$ cat src/rtl/alu_bru_unit.sv
// Integer ALU / branch-resolution unit behind a single registered AXI-Stream output stage.
// Define ALU_BRU_UNIT_MISALIGN_EN to flag misaligned redirect targets and suppress their redirect.
module alu_bru_unit #(
  parameter int XLEN = 32
) (
  input  logic            clk,
  input  logic            rst,
  input  logic            invalidate,
  input  logic            s_tvalid,
  output logic            s_tready,
  input  logic            s_unit,
  input  logic [3:0]      s_funct,
  input  logic [XLEN-1:0] s_src1,
  input  logic [XLEN-1:0] s_src2,
  input  logic [XLEN-1:0] s_imm,
  input  logic [XLEN-1:0] s_pc,
  input  logic [4:0]      s_rd,
  output logic            m_tvalid,
  input  logic            m_tready,
  output logic [XLEN-1:0] m_result,
  output logic [4:0]      m_rd,
  output logic            m_redirect,
  output logic [XLEN-1:0] m_target,
  output logic            m_misalign
);

  localparam int SHW = $clog2(XLEN);

  logic            m_tvalid_q, m_tvalid_d;
  logic [XLEN-1:0] m_result_q, m_result_d;
  logic [4:0]      m_rd_q, m_rd_d;
  logic            m_redirect_q, m_redirect_d;
  logic [XLEN-1:0] m_target_q, m_target_d;
  logic            m_misalign_q, m_misalign_d;

  logic [SHW-1:0]  shamt;
  logic [XLEN-1:0] pc_plus4;
  logic [XLEN-1:0] pc_plus_imm;
  logic [XLEN-1:0] jalr_target;
  logic            eq, lt, ltu;
  logic [XLEN-1:0] alu_res;
  logic            br_taken;
  logic [XLEN-1:0] nxt_result;
  logic [XLEN-1:0] nxt_target;
  logic            nxt_redirect;
  logic            nxt_misalign;
  logic            accept;
  logic            load;

  assign shamt       = s_src2[SHW-1:0];
  assign pc_plus4    = s_pc + XLEN'(4);
  assign pc_plus_imm = s_pc + s_imm;
  assign jalr_target = (s_src1 + s_imm) & {{(XLEN-1){1'b1}}, 1'b0};
  assign eq          = (s_src1 == s_src2);
  assign lt          = ($signed(s_src1) < $signed(s_src2));
  assign ltu         = (s_src1 < s_src2);

  always_comb begin
    alu_res = '0;
    case (s_funct)
      4'd0:    alu_res = s_src1 + s_src2;
      4'd1:    alu_res = s_src1 - s_src2;
      4'd2:    alu_res = s_src1 << shamt;
      4'd3:    alu_res = {{(XLEN-1){1'b0}}, lt};
      4'd4:    alu_res = {{(XLEN-1){1'b0}}, ltu};
      4'd5:    alu_res = s_src1 ^ s_src2;
      4'd6:    alu_res = s_src1 >> shamt;
      4'd7:    alu_res = $unsigned($signed(s_src1) >>> shamt);
      4'd8:    alu_res = s_src1 | s_src2;
      4'd9:    alu_res = s_src1 & s_src2;
      4'd10:   alu_res = s_src2;
      default: alu_res = '0;
    endcase
  end

  always_comb begin
    br_taken = 1'b0;
    case (s_funct)
      4'd0:    br_taken = eq;
      4'd1:    br_taken = !eq;
      4'd4:    br_taken = lt;
      4'd5:    br_taken = !lt;
      4'd6:    br_taken = ltu;
      4'd7:    br_taken = !ltu;
      default: br_taken = 1'b0;
    endcase
  end

  always_comb begin
    nxt_result   = alu_res;
    nxt_target   = pc_plus4;
    nxt_redirect = 1'b0;
    nxt_misalign = 1'b0;
    if (s_unit) begin
      if (s_funct == 4'd8) begin
        nxt_result   = pc_plus4;
        nxt_target   = pc_plus_imm;
        nxt_redirect = 1'b1;
      end else if (s_funct == 4'd9) begin
        nxt_result   = pc_plus4;
        nxt_target   = jalr_target;
        nxt_redirect = 1'b1;
      end else begin
        nxt_result   = '0;
        nxt_target   = br_taken ? pc_plus_imm : pc_plus4;
        nxt_redirect = br_taken;
      end
`ifdef ALU_BRU_UNIT_MISALIGN_EN
      // A misaligned redirect is reported instead of taken; target is still exposed for the trap.
      nxt_misalign = nxt_redirect && (nxt_target[1:0] != 2'b00);
      if (nxt_misalign) nxt_redirect = 1'b0;
`endif
    end
  end

  assign s_tready = !m_tvalid_q || m_tready;
  assign accept   = s_tvalid && s_tready;
  assign load     = accept && !invalidate;

  always_comb begin
    m_tvalid_d   = m_tvalid_q;
    m_result_d   = m_result_q;
    m_rd_d       = m_rd_q;
    m_redirect_d = m_redirect_q;
    m_target_d   = m_target_q;
    m_misalign_d = m_misalign_q;
    if (invalidate)    m_tvalid_d = 1'b0;
    else if (accept)   m_tvalid_d = 1'b1;
    else if (m_tready) m_tvalid_d = 1'b0;
    if (load) begin
      m_result_d   = nxt_result;
      m_rd_d       = s_rd;
      m_redirect_d = nxt_redirect;
      m_target_d   = nxt_target;
      m_misalign_d = nxt_misalign;
    end
  end

  always_ff @(posedge clk or posedge rst) begin
    if (rst) begin
      m_tvalid_q   <= 1'b0;
      m_result_q   <= '0;
      m_rd_q       <= '0;
      m_redirect_q <= 1'b0;
      m_target_q   <= '0;
      m_misalign_q <= 1'b0;
    end else begin
      m_tvalid_q   <= m_tvalid_d;
      m_result_q   <= m_result_d;
      m_rd_q       <= m_rd_d;
      m_redirect_q <= m_redirect_d;
      m_target_q   <= m_target_d;
      m_misalign_q <= m_misalign_d;
    end
  end

  assign m_tvalid   = m_tvalid_q;
  assign m_result   = m_result_q;
  assign m_rd       = m_rd_q;
  assign m_redirect = m_redirect_q;
  assign m_target   = m_target_q;
  assign m_misalign = m_misalign_q;

endmodule

$ cat config.mk
export PLATFORM = sky130hd
export DESIGN_NAME = alu_bru_unit
export DESIGN_NICKNAME = d
export VERILOG_FILES = /design/src/rtl/alu_bru_unit.sv
export SDC_FILE = /design/constraint.sdc
export NUM_CORES = 1
export LEC_CHECK = 0
export CORE_MARGIN = 2
export CORE_UTILIZATION = 40
export DETAILED_ROUTE_END_ITERATION = 16
export MAX_ROUTING_LAYER = met4
export PLACE_DENSITY = 0.73
export SLEW_MARGIN = 10
export SYNTH_ARGS = -nofsm -noshare
export SYNTH_HDL_FRONTEND = slang
export SYNTH_SLANG_ARGS = --single-unit
$ cat constraint.sdc
create_clock -name clk -period 2.2 [get_ports clk]
set_input_delay 0.44 -clock clk [delete_from_list [all_inputs] [get_ports clk]]
set_output_delay 0.44 -clock clk [all_outputs]
set_load 0.005 [all_outputs]
==> results of run 1 <==
## final cells by class
class / count / area [µm²]
inverters: 123 / 534
diodes: 1 / 2.50
clock inverters: 5 / 56.3
clock buffers: 11 / 243
well taps: 518 / 648
fillers: 2767 / 9530
multi-input cells: 1831 / 15800
flip-flops and latches: 71 / 1780
repair buffers: 1183 / 10200
## power by group
group / internal [µW] / total (µW) / switching [µW]
Clock: 912 / 1610 / 700
Combinational: 3920 / 7900 / 3980
Sequential: 1520 / 1720 / 191
## per-stage QoR
step,power (µW),cells,TNS [ns],hold slack [ns]
floorplan,4560,2162,-54.13,0.470
global placement,7820,3581,-110.35,0.457
detailed placement,7950,3581,-113.95,0.465
CTS,10400,3697,-53.26,0.481
global route,11600,3743,-64.03,0.504
finish,11200,3743,-60.97,0.481
## flip-flops by register name (all words and copies together) (netlist names)
signal      cells
m_rd            5
m_tvalid        1
m_redirect      1
m_result       32
m_target       32
## kinds of logic (layout without fill, tap and decap cells)
family | count (synthesis) | in the layout | share of synthesized area [%]
fa+ha+maj | 163 | 163 | 13.2
buf+inv | 260 | 1322 | 6.58
flops | 71 | 71 | 11.3
other cells | 1 | 2 | 0.0239
mux | 103 | 103 | 10.1
xor+xnor | 92 | 92 | 5.13
simple gates | 670 | 670 | 19.5
compound gates | 802 | 802 | 34.2
## cell usage in the layout (no fill, tap or decap), drive strengths merged, types with 22 or more instances in the layout
| cell | instances |
|---|---|
| buf | 1009 |
| nor2 | 251 |
| a21oi | 209 |
| nand2 | 177 |
| o21ai | 167 |
| ha | 159 |
| inv | 121 |
| clkdlybuf4s50 | 118 |
| dfrtp | 71 |
| mux2i | 54 |
| xnor2 | 53 |
| nand3 | 51 |
| nor3 | 49 |
| a21o | 46 |
| mux4 | 44 |
| xor2 | 39 |
| a211oi | 37 |
| a22oi | 35 |
| a221oi | 34 |
| a31oi | 30 |
| o21bai | 27 |
| o211ai | 24 |
| dlymetal6s2s | 23 |
| nand2b | 22 |
| o22ai | 22 |
| nor4 | 22 |
## synthesized netlist by cell type, types with 35 or more instances
master	instances
a211oi_1	35
a21o_1	46
a21oi_1	207
a22oi_1	35
clkbuf_1	92
dfrtp_1	71
ha_1	159
inv_1	114
mux2i_1	54
mux4_2	44
nand2_1	176
nand3_1	50
nor2_1	249
nor3_1	49
o21ai_0	136
xnor2_1	53
xor2_1	39
## worst paths after layout
check                                startpoint                  endpoint  slack (ns)  cells after the start
min                         m_rd[4]$_DFFE_PP0P_       m_rd[4]$_DFFE_PP0P_        0.48                      2
max                                   s_src2[0]  m_target[28]$_DFFE_PP0P_       -1.26                     17
min reg2reg                 m_rd[4]$_DFFE_PP0P_       m_rd[4]$_DFFE_PP0P_        0.48                      2
max in group asynchronous                   rst   m_result[0]$_DFFE_PP0P_        1.28                      3
max reg2reg                m_tvalid$_DFFE_PP0P_  m_result[31]$_DFFE_PP0P_       -0.29                     12
min in group asynchronous                   rst  m_result[21]$_DFFE_PP0P_        0.53                      3
## what timing repair did
item	CTS	global route
pin swaps	186	171
cloned	6	0
gates resized for setup	716	255
endpoints found under the setup margin	65	70
setup buffers	100	59
## worst max-delay path, cell delays in order
cell and delay, ns:
buf_12 0.09, buf_6 0.10, ha_4 0.13, inv_2 0.04, fa_2 0.34, a21oi_2 0.18
o21bai_2 0.11, a221o_2 0.42, a211oi_4 0.31, nor2_4 0.08, o31a_4 0.39, buf_4 0.17
a31oi_4 0.18, buf_6 0.14, o21ai_2 0.07, o31ai_1 0.32, a221oi_1 0.14
## layer usage
layer / track usage [%] / wire length [µm] / vias to the layer above
li1: - / - / 10200
met3: 10.7 / 12100 / 561
met4: 26.1 / 8160 / 0
met2: 69.3 / 42100 / 1967
met1: 56.1 / 35300 / 11300
met5: - / 0 / -
==> metrics, run 1 <==
initial antenna violation count 1; CTS tree yes; largest net degree at the start of global routing 72; Tcrit/Tclk final 157%; share of cells above drive strength 1 a little under 50%; Max Fclk about 290 MHz; I/O pins between 200 and 250; CTS buffer count 9; failing checks negative setup slack; PwrDens between 300 and 400 nW/µm²; post-route cell area about 29000 µm²; crit path kind in -> reg; YS warnings 0; Net Count, Synth 2468; leading cell types by total area after synthesis ha_1 13%, dfrtp_1 11%, a21oi_1 6.6%; Vias per Instance between 6 and 7; hold_buf cts 0; final setup margin -1.26 ns; Synth top area share between 10% and 20%; antenna viol nets, final 0; drt initial violations around 3300; Post-Syn Instances 2162; wire per inst between 20 and 30 µm; width of the chip about 200 µm; Residual DRC 0; Initial Util between 40% and 50%; Final Util between 70% and 80%; fin crit period around 3.5 ns; crit path max fanout 3; Initial DRT Pass Iterations 8; Clock Tree Buf Depth 2; sequential area share after synthesis 11.3%; Req. time, crit path between 2 and 2.5 ns; Tightest Pin Transition about 0.78 ns; Worst-Skew Late Latency roughly 0.37 ns; placed inst area 24500 µm²; Leakage Power between 0.01 and 0.015 µW; H-tree levels 3; clock sinks 71; first-pass GRT wire length around 140 mm; Placer Congestion about 1.1; status finished, violations left; area of the mapped netlist between 15000 and 20000 µm²; core box area between 30000 and 40000 µm²; Max-slew headroom a little under half; Async SR Flop Fraction 100%; cell taking the most area after synthesis ha_1; Die ar. slightly above 40000 µm²; final setup fails 65; worst min path class reg -> reg; Die H 202 µm; endpoints failing hold 0; # Max-Cap Violations 0; Seq cells post-synth just over 70; DP Worst Slack -2.24 ns; Slew Viols, Final 0; total track usage between 40% and 50%; ys flop type dfrtp_1; Clock transition at path regs roughly 0.07 ns; WL final approximately 98 mm; port bufs 214; vias in the first global route around 23000; Worst EP arrival 3.68 ns; GRT overflow 0; EDFF count, synth 0; Worst Setup Start Kind input port; Critical Path Sink Type flop; vias post-DR 24100; row cnt just over 70; Final nets ~3500; Synth cell types 94; Final Skew ~0.011 ns; Worst VDD drop a little under 0.5 mV; CTS root buf clkbuf_16; RSZ-0062 raised after global routing true; syn avg cell area 7.26 µm²; hpwl dp ~71 mm; Area growth, synth to finish 85.9%
Power figures use the tool's default switching activity.
==> inputs of run 2 (changes only) <==
--- a/config.mk
+++ b/config.mk
@@ -9,7 +9,7 @@
 export CORE_UTILIZATION = 40
 export DETAILED_ROUTE_END_ITERATION = 16
 export MAX_ROUTING_LAYER = met4
-export PLACE_DENSITY = 0.73
+export PLACE_DENSITY_LB_ADDON = 0.15
 export SLEW_MARGIN = 10
 export SYNTH_ARGS = -nofsm -noshare
 export SYNTH_HDL_FRONTEND = slang
==> metrics, run 2 (same netlist as run 1, synthesis figures left out) <==
status finished, violations left; failing checks negative setup slack; CTS buffer count 9; Flop pwr share about 15%; total track usage roughly 48%; commonest non-fill, non-tap cell in the layout buf_4; Residual DRC 0; width of the chip around 200 µm; share of cells above drive strength 1 between 40% and 50%; DP Worst Slack -2.34 ns; final setup fails 65; H-tree levels 3; Critical Path Sink Type flop; Clock Power Share between 10 and 15%; switching part of the total power 44.0%; Max Fclk ~300 MHz; Worst Setup Start Kind input port; Cells on Worst Hold Path 2; drt initial violations 3187; Switch Pwr slightly above 5000 µW; Initial Util slightly above 40%; # Max-Cap Violations 0; WL final around 110 mm; worst r2r src m_tvalid$_DFFE_PP0P_; largest net degree at the start of global routing 67; vias in the first global route ~24000; RSZ-0062 raised after global routing true; hpwl dp approximately 73 mm; Tcrit/Tclk final 155%; Pwr Total ~12000 µW; Leakage Power 0.0132 µW; first-pass GRT wire length ~150 mm; PwrDens ~390 nW/µm²; row cnt slightly above 70; core box area a little under 40000 µm²; wire per inst ~28 µm; GRT overflow 0; Worst-Skew Late Latency 0.36 ns; Area growth, synth to finish 87.5%; Slew Viols, Final 0; CP max stage cell a31oi_4; endpoints failing hold 0; crit path max fanout 7; r2r setup slk -0.10 ns; Clock Tree Buf Depth 2; Int Power approximately 6500 µW; Max-slew headroom 52.4%; Die ar. ~40000 µm²; crit path kind in -> reg; port bufs 214; antenna viol nets, final 0; Final Skew between 0.004 and 0.005 ns; Vias per Instance roughly 6.6; Tightest Pin Transition approximately 0.71 ns; Final nets between 3000 and 4000; CP Cell Sequence buf_8 -> inv_6 -> ha_4 -> inv_4 -> fa_2 -> a21oi_4 -> o21bai_4 -> a221o_1 -> a211oi_4 -> buf_6 -> nor2_4 -> o31a_4 -> buf_6 -> a31oi_4 -> o22ai_2 -> mux2_4; clock sinks 71; I/O pins roughly 220; vias post-DR about 25000; fin crit period approximately 3.4 ns; Req. time, crit path about 2.4 ns; Min-Delay Endpoint m_rd[4]$_DFFE_PP0P_; Die H ~200 µm; final setup margin -1.20 ns; CTS root buf clkbuf_16; crit-path max cell delay 0.41 ns; worst min path class reg -> reg; Reg2Reg Depth 12; power share of the combinational group between 70% and 80%; Clock transition at path regs 0.06 ns; R2R Path End m_result[31]$_DFFE_PP0P_; Worst VDD drop 0.430 mV; Initial DRT Pass Iterations 8; initial antenna violation count 4; Placer Congestion 1.07; most frequent cells in the layout 853 x buf_4, 220 x nor2_1, 161 x nand2_1; hold_sp m_rd[4]$_DFFE_PP0P_; Worst EP arrival between 3 and 4 ns; CTS tree yes; critical path's most frequent cell buf_6
[run 2: changes by cell type in the layout (fill, tap and decap cells not counted), sizes merged]
| cell | change |
|---|---|
| clkinvlp | -1 |
| bufbuf | +1 |
| clkinv | +2 |
| dlygate4sd2 | +5 |
| dlymetal6s2s | -4 |
| bufinv | +1 |
| buf | -1 |
| clkdlybuf4s15 | -3 |
| diode | +3 |
[run 2: cell type report]
class	instances	area [µm²]
clock inverters	7	96.3
fillers	2686	9300
clock buffers	9	225
multi-input cells	1831	16000
diodes	4	10.0
well taps	518	648
repair buffers	1183	10200
inverters	123	554
flip-flops and latches	71	1780
[run 2: how the worst max path moves through the flow]
| stage | start | to | slack, ns | depth (start not counted) |
|---|---|---|---|---|
| final | s_src1[0] | m_target[7]$_DFFE_PP0P_ | -1.20 | 16 |
| after global routing | s_src1[31] | m_target[21]$_DFFE_PP0P_ | -1.22 | 15 |
| after CTS | s_src2[31] | m_target[24]$_DFFE_PP0P_ | -1.28 | 16 |
| after global placement | s_src1[28] | m_target[4]$_DFFE_PP0P_ | -2.29 | 15 |
| after floorplan | s_src2[2] | m_target[4]$_DFFE_PP0P_ | -1.19 | 16 |
| after detailed placement | s_src1[28] | m_target[24]$_DFFE_PP0P_ | -2.34 | 15 |
[run 2: critical path: cells and delay by family]
family	cells	cell delay [ns]
AO/OA/AOI/OAI	7	1.79
multiplexers	1	0.31
buffers and inverters	5	0.51
AND/OR/NAND/NOR	1	0.06
adder cells (fa/ha/maj)	2	0.51
[run 2: per-layer routing]
layer	vias up	track usage (%)	wire [µm]
li1	10300	-	-
met1	11600	57.9	37800
met2	2074	74.4	45400
met3	711	8.93	12400
met4	0	30.1	9840
met5	-	-	0
[run 2: repair_timing]
item	in CTS	in global routing
hold endpoints to repair	0	0
cloned	7	2
endpoints found under the setup margin	65	65
hold buffers	0	0
buffers inserted	97	74
pin swaps	231	196
gates resized for setup	710	317
[run 2: power groups by stage]
stage / Combinational (µW) / Clock (µW) / Sequential (µW)
after floorplan: 2880 / 0 / 1680
after global placement: 6180 / 0 / 1720
after detailed placement: 6270 / 0 / 1720
after CTS: 7140 / 1650 / 1700
after global routing: 8420 / 1710 / 1740
final: 8120 / 1680 / 1730
[run 2: metrics by stage]
step	setup TNS, ns	cells	util [%]	hold WS, ns	area (µm²)
5_1_grt	-63.61	3744	76.0	0.505	29400
3_3_place_gp	-122.26	3584	63.3	0.459	24500
2_1_floorplan	-54.13	2162	-	0.470	16200
4_1_cts	-61.66	3687	71.7	0.482	27800
6_report	-60.15	3746	76.0	0.481	29400
3_5_place_dp	-124.70	3584	63.3	0.466	24500
